**src/rtl/fifo_uart_pkg.sv**
```systemverilog
// Shared types and constants for the FIFO-drain UART transmitter.
// Build option: FIFO_UART_TX_PARITY_EN adds an even-parity bit to every frame.
package fifo_uart_pkg;

  typedef enum logic [2:0] {
    IDLE,
    POP,
    LOAD,
    START,
    DATA,
    PARITY,
    STOP
  } tx_state_t;

  localparam logic UART_IDLE_LVL = 1'b1;

`ifdef FIFO_UART_TX_PARITY_EN
  localparam int unsigned FRAME_BITS = 11;
`else
  localparam int unsigned FRAME_BITS = 10;
`endif

endpackage

```
**src/rtl/fifo_uart_tx_baud_tick_gen.sv**
```systemverilog
// Bit-period counter: counts 0..CLKS_PER_BIT-1, flags the last cycle of each bit
// (tick) and the cycle before it (pre_tick), restartable by clear.
module baud_tick_gen #(
  parameter int unsigned CLKS_PER_BIT = 16
) (
  input  logic clk,
  input  logic reset_n,
  input  logic clear,
  output logic tick,
  output logic pre_tick
);

  localparam int unsigned CNT_W = (CLKS_PER_BIT > 1) ? $clog2(CLKS_PER_BIT) : 1;
  localparam logic [CNT_W-1:0] LAST_CNT = CNT_W'(CLKS_PER_BIT - 1);
  localparam logic [CNT_W-1:0] PRE_CNT  = CNT_W'(CLKS_PER_BIT - 2);

  logic [CNT_W-1:0] r_cnt;

  always_ff @(posedge clk or negedge reset_n) begin
    if (!reset_n) begin
      r_cnt <= '0;
    end else if (clear || (r_cnt == LAST_CNT)) begin
      r_cnt <= '0;
    end else begin
      r_cnt <= r_cnt + CNT_W'(1);
    end
  end

  assign tick     = (r_cnt == LAST_CNT);
  // Lets the registered byte_done line up with the final STOP cycle.
  assign pre_tick = (r_cnt == PRE_CNT);

endmodule

```
**src/rtl/fifo_uart_tx.sv**
```systemverilog
// Pops bytes from the 8-deep FIFO and serialises them as start/8 data LSB-first/stop.
// Build option: FIFO_UART_TX_PARITY_EN inserts an even-parity bit before STOP.
module fifo_uart_tx
  import fifo_uart_pkg::*;
#(
  parameter int unsigned CLKS_PER_BIT = 16,
  parameter int unsigned DATA_W       = 8
) (
  input  logic              clk,
  input  logic              reset_n,
  input  logic              tx_enable,
  input  logic              fifo_empty,
  input  logic [DATA_W-1:0] fifo_dout,
  output logic              fifo_rd_en,
  output logic              tx,
  output logic              busy,
  output logic              byte_done
);

  localparam int unsigned BIT_W = (DATA_W > 1) ? $clog2(DATA_W) : 1;
  localparam logic [BIT_W-1:0] LAST_BIT = BIT_W'(DATA_W - 1);

  tx_state_t         r_state;
  tx_state_t         w_state_next;
  logic [DATA_W-1:0] r_shift;
  logic [DATA_W-1:0] w_shift_next;
  logic [BIT_W-1:0]  r_bit_cnt;
  logic [BIT_W-1:0]  w_bit_cnt_next;
  logic              r_tx;
  logic              w_tx_next;
  logic              r_busy;
  logic              r_byte_done;
  logic              w_clear;
  logic              w_tick;
  logic              w_pre_tick;
`ifdef FIFO_UART_TX_PARITY_EN
  logic              r_parity;
`endif

  baud_tick_gen #(
    .CLKS_PER_BIT(CLKS_PER_BIT)
  ) u_baud (
    .clk      (clk),
    .reset_n  (reset_n),
    .clear    (w_clear),
    .tick     (w_tick),
    .pre_tick (w_pre_tick)
  );

  always_ff @(posedge clk or negedge reset_n) begin
    if (!reset_n) begin
      r_state <= IDLE;
    end else begin
      r_state <= w_state_next;
    end
  end

  always_comb begin
    w_state_next   = r_state;
    w_shift_next   = r_shift;
    w_bit_cnt_next = r_bit_cnt;
    w_clear        = 1'b0;
    case (r_state)
      IDLE: begin
        if (tx_enable && !fifo_empty) begin
          w_state_next = POP;
        end
      end
      POP: begin
        w_state_next = LOAD;
      end
      LOAD: begin
        w_state_next   = START;
        w_clear        = 1'b1;
        w_shift_next   = fifo_dout;
        w_bit_cnt_next = '0;
      end
      START: begin
        if (w_tick) begin
          w_state_next = DATA;
        end
      end
      DATA: begin
        if (w_tick) begin
          w_shift_next   = r_shift >> 1;
          w_bit_cnt_next = r_bit_cnt + BIT_W'(1);
          if (r_bit_cnt == LAST_BIT) begin
`ifdef FIFO_UART_TX_PARITY_EN
            w_state_next = PARITY;
`else
            w_state_next = STOP;
`endif
          end
        end
      end
`ifdef FIFO_UART_TX_PARITY_EN
      PARITY: begin
        if (w_tick) begin
          w_state_next = STOP;
        end
      end
`endif
      STOP: begin
        if (w_tick) begin
          w_state_next = IDLE;
        end
      end
      default: begin
        w_state_next = IDLE;
      end
    endcase
  end

  // tx is registered, so its next value is decoded from the next state.
  always_comb begin
    w_tx_next = UART_IDLE_LVL;
    case (w_state_next)
      START:   w_tx_next = 1'b0;
      DATA:    w_tx_next = w_shift_next[0];
`ifdef FIFO_UART_TX_PARITY_EN
      PARITY:  w_tx_next = r_parity;
`endif
      default: w_tx_next = UART_IDLE_LVL;
    endcase
  end

  always_ff @(posedge clk or negedge reset_n) begin
    if (!reset_n) begin
      r_shift     <= '0;
      r_bit_cnt   <= '0;
      r_tx        <= UART_IDLE_LVL;
      r_busy      <= 1'b0;
      r_byte_done <= 1'b0;
    end else begin
      r_shift     <= w_shift_next;
      r_bit_cnt   <= w_bit_cnt_next;
      r_tx        <= w_tx_next;
      r_busy      <= (w_state_next != IDLE);
      r_byte_done <= (r_state == STOP) && w_pre_tick;
    end
  end

`ifdef FIFO_UART_TX_PARITY_EN
  always_ff @(posedge clk or negedge reset_n) begin
    if (!reset_n) begin
      r_parity <= 1'b0;
    end else if (r_state == LOAD) begin
      r_parity <= ^fifo_dout;
    end
  end
`endif

  assign fifo_rd_en = (r_state == POP);
  assign tx         = r_tx;
  assign busy       = r_busy;
  assign byte_done  = r_byte_done;

endmodule
```
**config.mk**
```make
export PLATFORM = sky130hd
export DESIGN_NAME = fifo_uart_tx
export DESIGN_NICKNAME = d
export VERILOG_FILES = /design/src/rtl/fifo_uart_pkg.sv /design/src/rtl/fifo_uart_tx_baud_tick_gen.sv /design/src/rtl/fifo_uart_tx.sv
export SDC_FILE = /design/constraint.sdc
export NUM_CORES = 1
export LEC_CHECK = 0
export ABC_AREA = 1
export BUFFER_PORTS_ARGS = -buffer_cell sky130_fd_sc_hd__clkbuf_2
export CORE_ASPECT_RATIO = 1.1
export CORE_MARGIN = 4
export CORE_UTILIZATION = 58
export CTS_CLUSTER_DIAMETER = 40
export CTS_CLUSTER_SIZE = 10
export DETAILED_ROUTE_END_ITERATION = 8
export PLACE_DENSITY_LB_ADDON = 0.25
export SETUP_SLACK_MARGIN = 0.05
export SYNTH_ARGS = -nofsm -noshare
export SYNTH_HDL_FRONTEND = slang
export SYNTH_SLANG_ARGS = --single-unit
```
**constraint.sdc**
```tcl
create_clock -name clk -period 3.1 [get_ports clk]
set_input_delay 0.155 -clock clk [delete_from_list [all_inputs] [get_ports clk]]
set_output_delay 0.155 -clock clk [all_outputs]
set_load 0.02 [all_outputs]
```
==> impl_results.md <==
* Cell leakage power at just over 0.6 nW
* Cell Count Post-Placement at 142
* Remaining routing DRC violations at 0
* Total global routing overflow at 0
* Kind of critical path: flop to flop
* Detailed-route vias per instance at ~5.5
* Warnings from Yosys at 0
* Commonest non-fill, non-tap cell in the layout: sky130_fd_sc_hd__nand2_1
* Power per cell area at about 380 mW/mm^2
* Max-Slew Margin vs Limit at ~66%
* Number of setup violations in the final report at 0
* Max Root-Sink Buffers at 2
* Die outline width at ~48 um
* Setup TNS at 0 ns
* Maximum frequency from static timing analysis at between 0.6 and 0.7 GHz
* Via count at 810
* Global-route usage over all layers at a little under a fifth
* Synth cell types at 25
* Final layout net count at ~150
* CTS root buf: sky130_fd_sc_hd__clkbuf_4
* Nature of the critical path startpoint: flop
* Highest fanout seen on the critical path at 5
* Share of cells above drive strength 1 at between 20% and 30%
* Relative area change from synthesis to final layout at 13.24%
* Worst EP required at roughly 3.3 ns
* Top library cells by usage in the layout, fill and taps aside: sky130_fd_sc_hd__nand2_1 (23), sky130_fd_sc_hd__dfrtp_1 (20), sky130_fd_sc_hd__clkbuf_2 (15)
* Worst-margin pin slew at about 0.51 ns
* Share of the clock period used by the worst path at 49.49%
* Unrepaired setup endpoints after global routing: false
* Placeable core area at roughly 0.0016 mm^2
* TritonCTS Sinks at 21
* Starting density of the core at 62.64%
* Proportion of netlist area held by the largest area contributor at 49.50%
* Number of storage elements in the synthesis netlist at 21
* Tightest hold margin at 0.05582 ns
* Post-CTS setup repair buffer count at 0
* Gates resized, CTS repair at 0
* Later-pin clock latency in the skew report at 0.31 ns
* Status: completed
* Die Outline Area at 0.002476 mm^2
* VDD IR-drop max at roughly 0.00027 V
* Routability cong. at approximately 0.9
* Cell types occupying the most area after synthesis: sky130_fd_sc_hd__dfrtp_1 (50%), sky130_fd_sc_hd__nand2_1 (8.5%), sky130_fd_sc_hd__o221ai_1 (5.2%)
* Type of the most critical hold path: primary input to flop
* Boundary pin count at 16
* Average routed wire per standard cell at around 13 um
* Detailed-placement wirelength estimate at 1.439 mm
* Initial DRT Pass Iterations at 4
* Die height at just over 50 um
* Crit path time final at roughly 1.5 ns
* Max-slew violation count at 0
* Wire length of the first global-routing pass at between 3 and 4 mm
* Number of instances in the synthesized netlist at 110
* Number of rows in the core area at 15
* Mean instance size in the synthesized netlist at between 9 and 10 um^2
* Number of clock buffers inserted by TritonCTS at 3
* Critical path data arrival time at between 1.5 and 2 ns
* Post-synthesis cell area at around 0.0010 mm^2
* Post-Syn Nets at 126
* Sequential cell area fraction in the yosys report at between 50 and 60%
* Synth area leader: sky130_fd_sc_hd__dfrtp_1
* Initial DRC Count at 16
* # port buffers at 15
* Final cell count without fillers at 147
* H-tree Lvls at 1
* Vias in the first global route at 823
* Clock tree from TritonCTS: done
* Worst clock skew at roughly 0.007 ns
* Post-route antenna net violation count at 0
* Detailed-route wire length at approximately 2 mm
* Antenna violations before repair at 0
* Category of the worst setup path capture point: flop
* Antenna Diode Count at 0
* MaxCap Viol Count at 0
* Clock slew at reported path FFs at roughly 0.12 ns
* Maximum number of pins on one net before global-route repair at 22
* Hold violation total from the final report at 0
## per-layer routing
layer / track usage (%) / part of all wire, % / wire length (um)
met1: 22.03 / 43 / 837
met2: 31.28 / 49 / 953
met3: 3.460 / 5.4 / 106
met4: 11.66 / 3.4 / 67
met5: 0 / 0 / 0
## state kept, by name, indices dropped and copies added, names as in the netlist
signal / count
r_shift: 8
busy: 1
u_baud.r_cnt: 4
byte_done: 1
tx: 1
r_state: 3
r_bit_cnt: 3
## through the flow
step,util [%],cell area [um^2],worst slack [ns],power [mW]
global placement,68.60,1107,1.681,0.3071
floorplan,-,1011,1.636,0.2935
CTS,70.93,1145,1.573,0.4377
finish,70.93,1145,1.566,0.4338
detailed placement,68.60,1107,1.591,0.3074
global route,70.93,1145,1.453,0.4554
## what timing repair did
item,in CTS,in global routing
hold buffers,1,0
hold endpoints to repair,20,0
endpoints found under the setup margin,0,0
## worst paths after layout
kind                                 start               to  slack [ns]  cells after the start
max                        u_baud.r_cnt[0]             busy        1.57                      5
max in group asynchronous          reset_n               tx        2.40                      2
min in group asynchronous          reset_n       r_shift[3]        0.34                      2
max reg2reg                u_baud.r_cnt[0]             busy        1.57                      5
min                           fifo_dout[2]       r_shift[2]        0.06                      3
min reg2reg                u_baud.r_cnt[0]  u_baud.r_cnt[0]        0.49                      1
## critical path, stage by stage (launching register included)
cell,delay [ns]
sky130_fd_sc_hd__dfrtp_1,0.40
sky130_fd_sc_hd__ha_1,0.23
sky130_fd_sc_hd__nand3_1,0.20
sky130_fd_sc_hd__o21ai_2,0.23
sky130_fd_sc_hd__nand4_1,0.15
sky130_fd_sc_hd__or2_1,0.23
## synthesized netlist by cell type
| cell type | count |
|---|---|
| sky130_fd_sc_hd__nor2_4 | 1 |
| sky130_fd_sc_hd__nor2_1 | 11 |
| sky130_fd_sc_hd__ha_1 | 4 |
| sky130_fd_sc_hd__nor3_1 | 1 |
| sky130_fd_sc_hd__nor3b_1 | 1 |
| sky130_fd_sc_hd__o221ai_1 | 6 |
| sky130_fd_sc_hd__inv_2 | 4 |
| sky130_fd_sc_hd__inv_1 | 12 |
| sky130_fd_sc_hd__dfrtp_1 | 20 |
| sky130_fd_sc_hd__nand4_1 | 2 |
| sky130_fd_sc_hd__inv_4 | 1 |
| sky130_fd_sc_hd__nand3_4 | 1 |
| sky130_fd_sc_hd__nand2_2 | 2 |
| sky130_fd_sc_hd__nor2_2 | 1 |
| sky130_fd_sc_hd__nand3_1 | 10 |
| sky130_fd_sc_hd__o21ai_1 | 1 |
| sky130_fd_sc_hd__o21ai_2 | 1 |
| sky130_fd_sc_hd__xor2_1 | 1 |
| sky130_fd_sc_hd__o21ai_0 | 2 |
| sky130_fd_sc_hd__nand3b_1 | 1 |
| sky130_fd_sc_hd__or2_1 | 1 |
| sky130_fd_sc_hd__nand2_4 | 1 |
| sky130_fd_sc_hd__nand2_1 | 23 |
| sky130_fd_sc_hd__o21bai_1 | 1 |
| sky130_fd_sc_hd__dfstp_2 | 1 |
## power by group
group	internal [mW]	switching (mW)	leakage [nW]
registers	0.279	0.00148	0.240
clock network	0.0482	0.0830	0.0177
logic	0.00957	0.0121	0.347
## cell type report
type / instances / area, um^2
Fill cell: 130 / 469.2
Clock inverter: 1 / 5.005
Clock buffer: 3 / 22.52
Timing Repair Buffer: 16 / 85.08
Multi-Input combinational cell: 72 / 417.9
Sequential cell: 21 / 526.8
Tap cell: 17 / 21.27
Inverter: 17 / 66.31
## cell families (layout without fill, tap and decap cells)
family / count (synthesis) / after routing / share of synthesized area (%)
AOI/OAI and AO/OA: 11 / 11 / 8.292
xor gates and xnor gates: 1 / 1 / 0.8665
adders and majority gates: 4 / 4 / 4.951
buffers and inverters: 17 / 37 / 6.559
DFF: 21 / 21 / 52.10
and+or+nand+nor: 56 / 56 / 27.23
No activity file was read; power rests on OpenSTA's default activity.
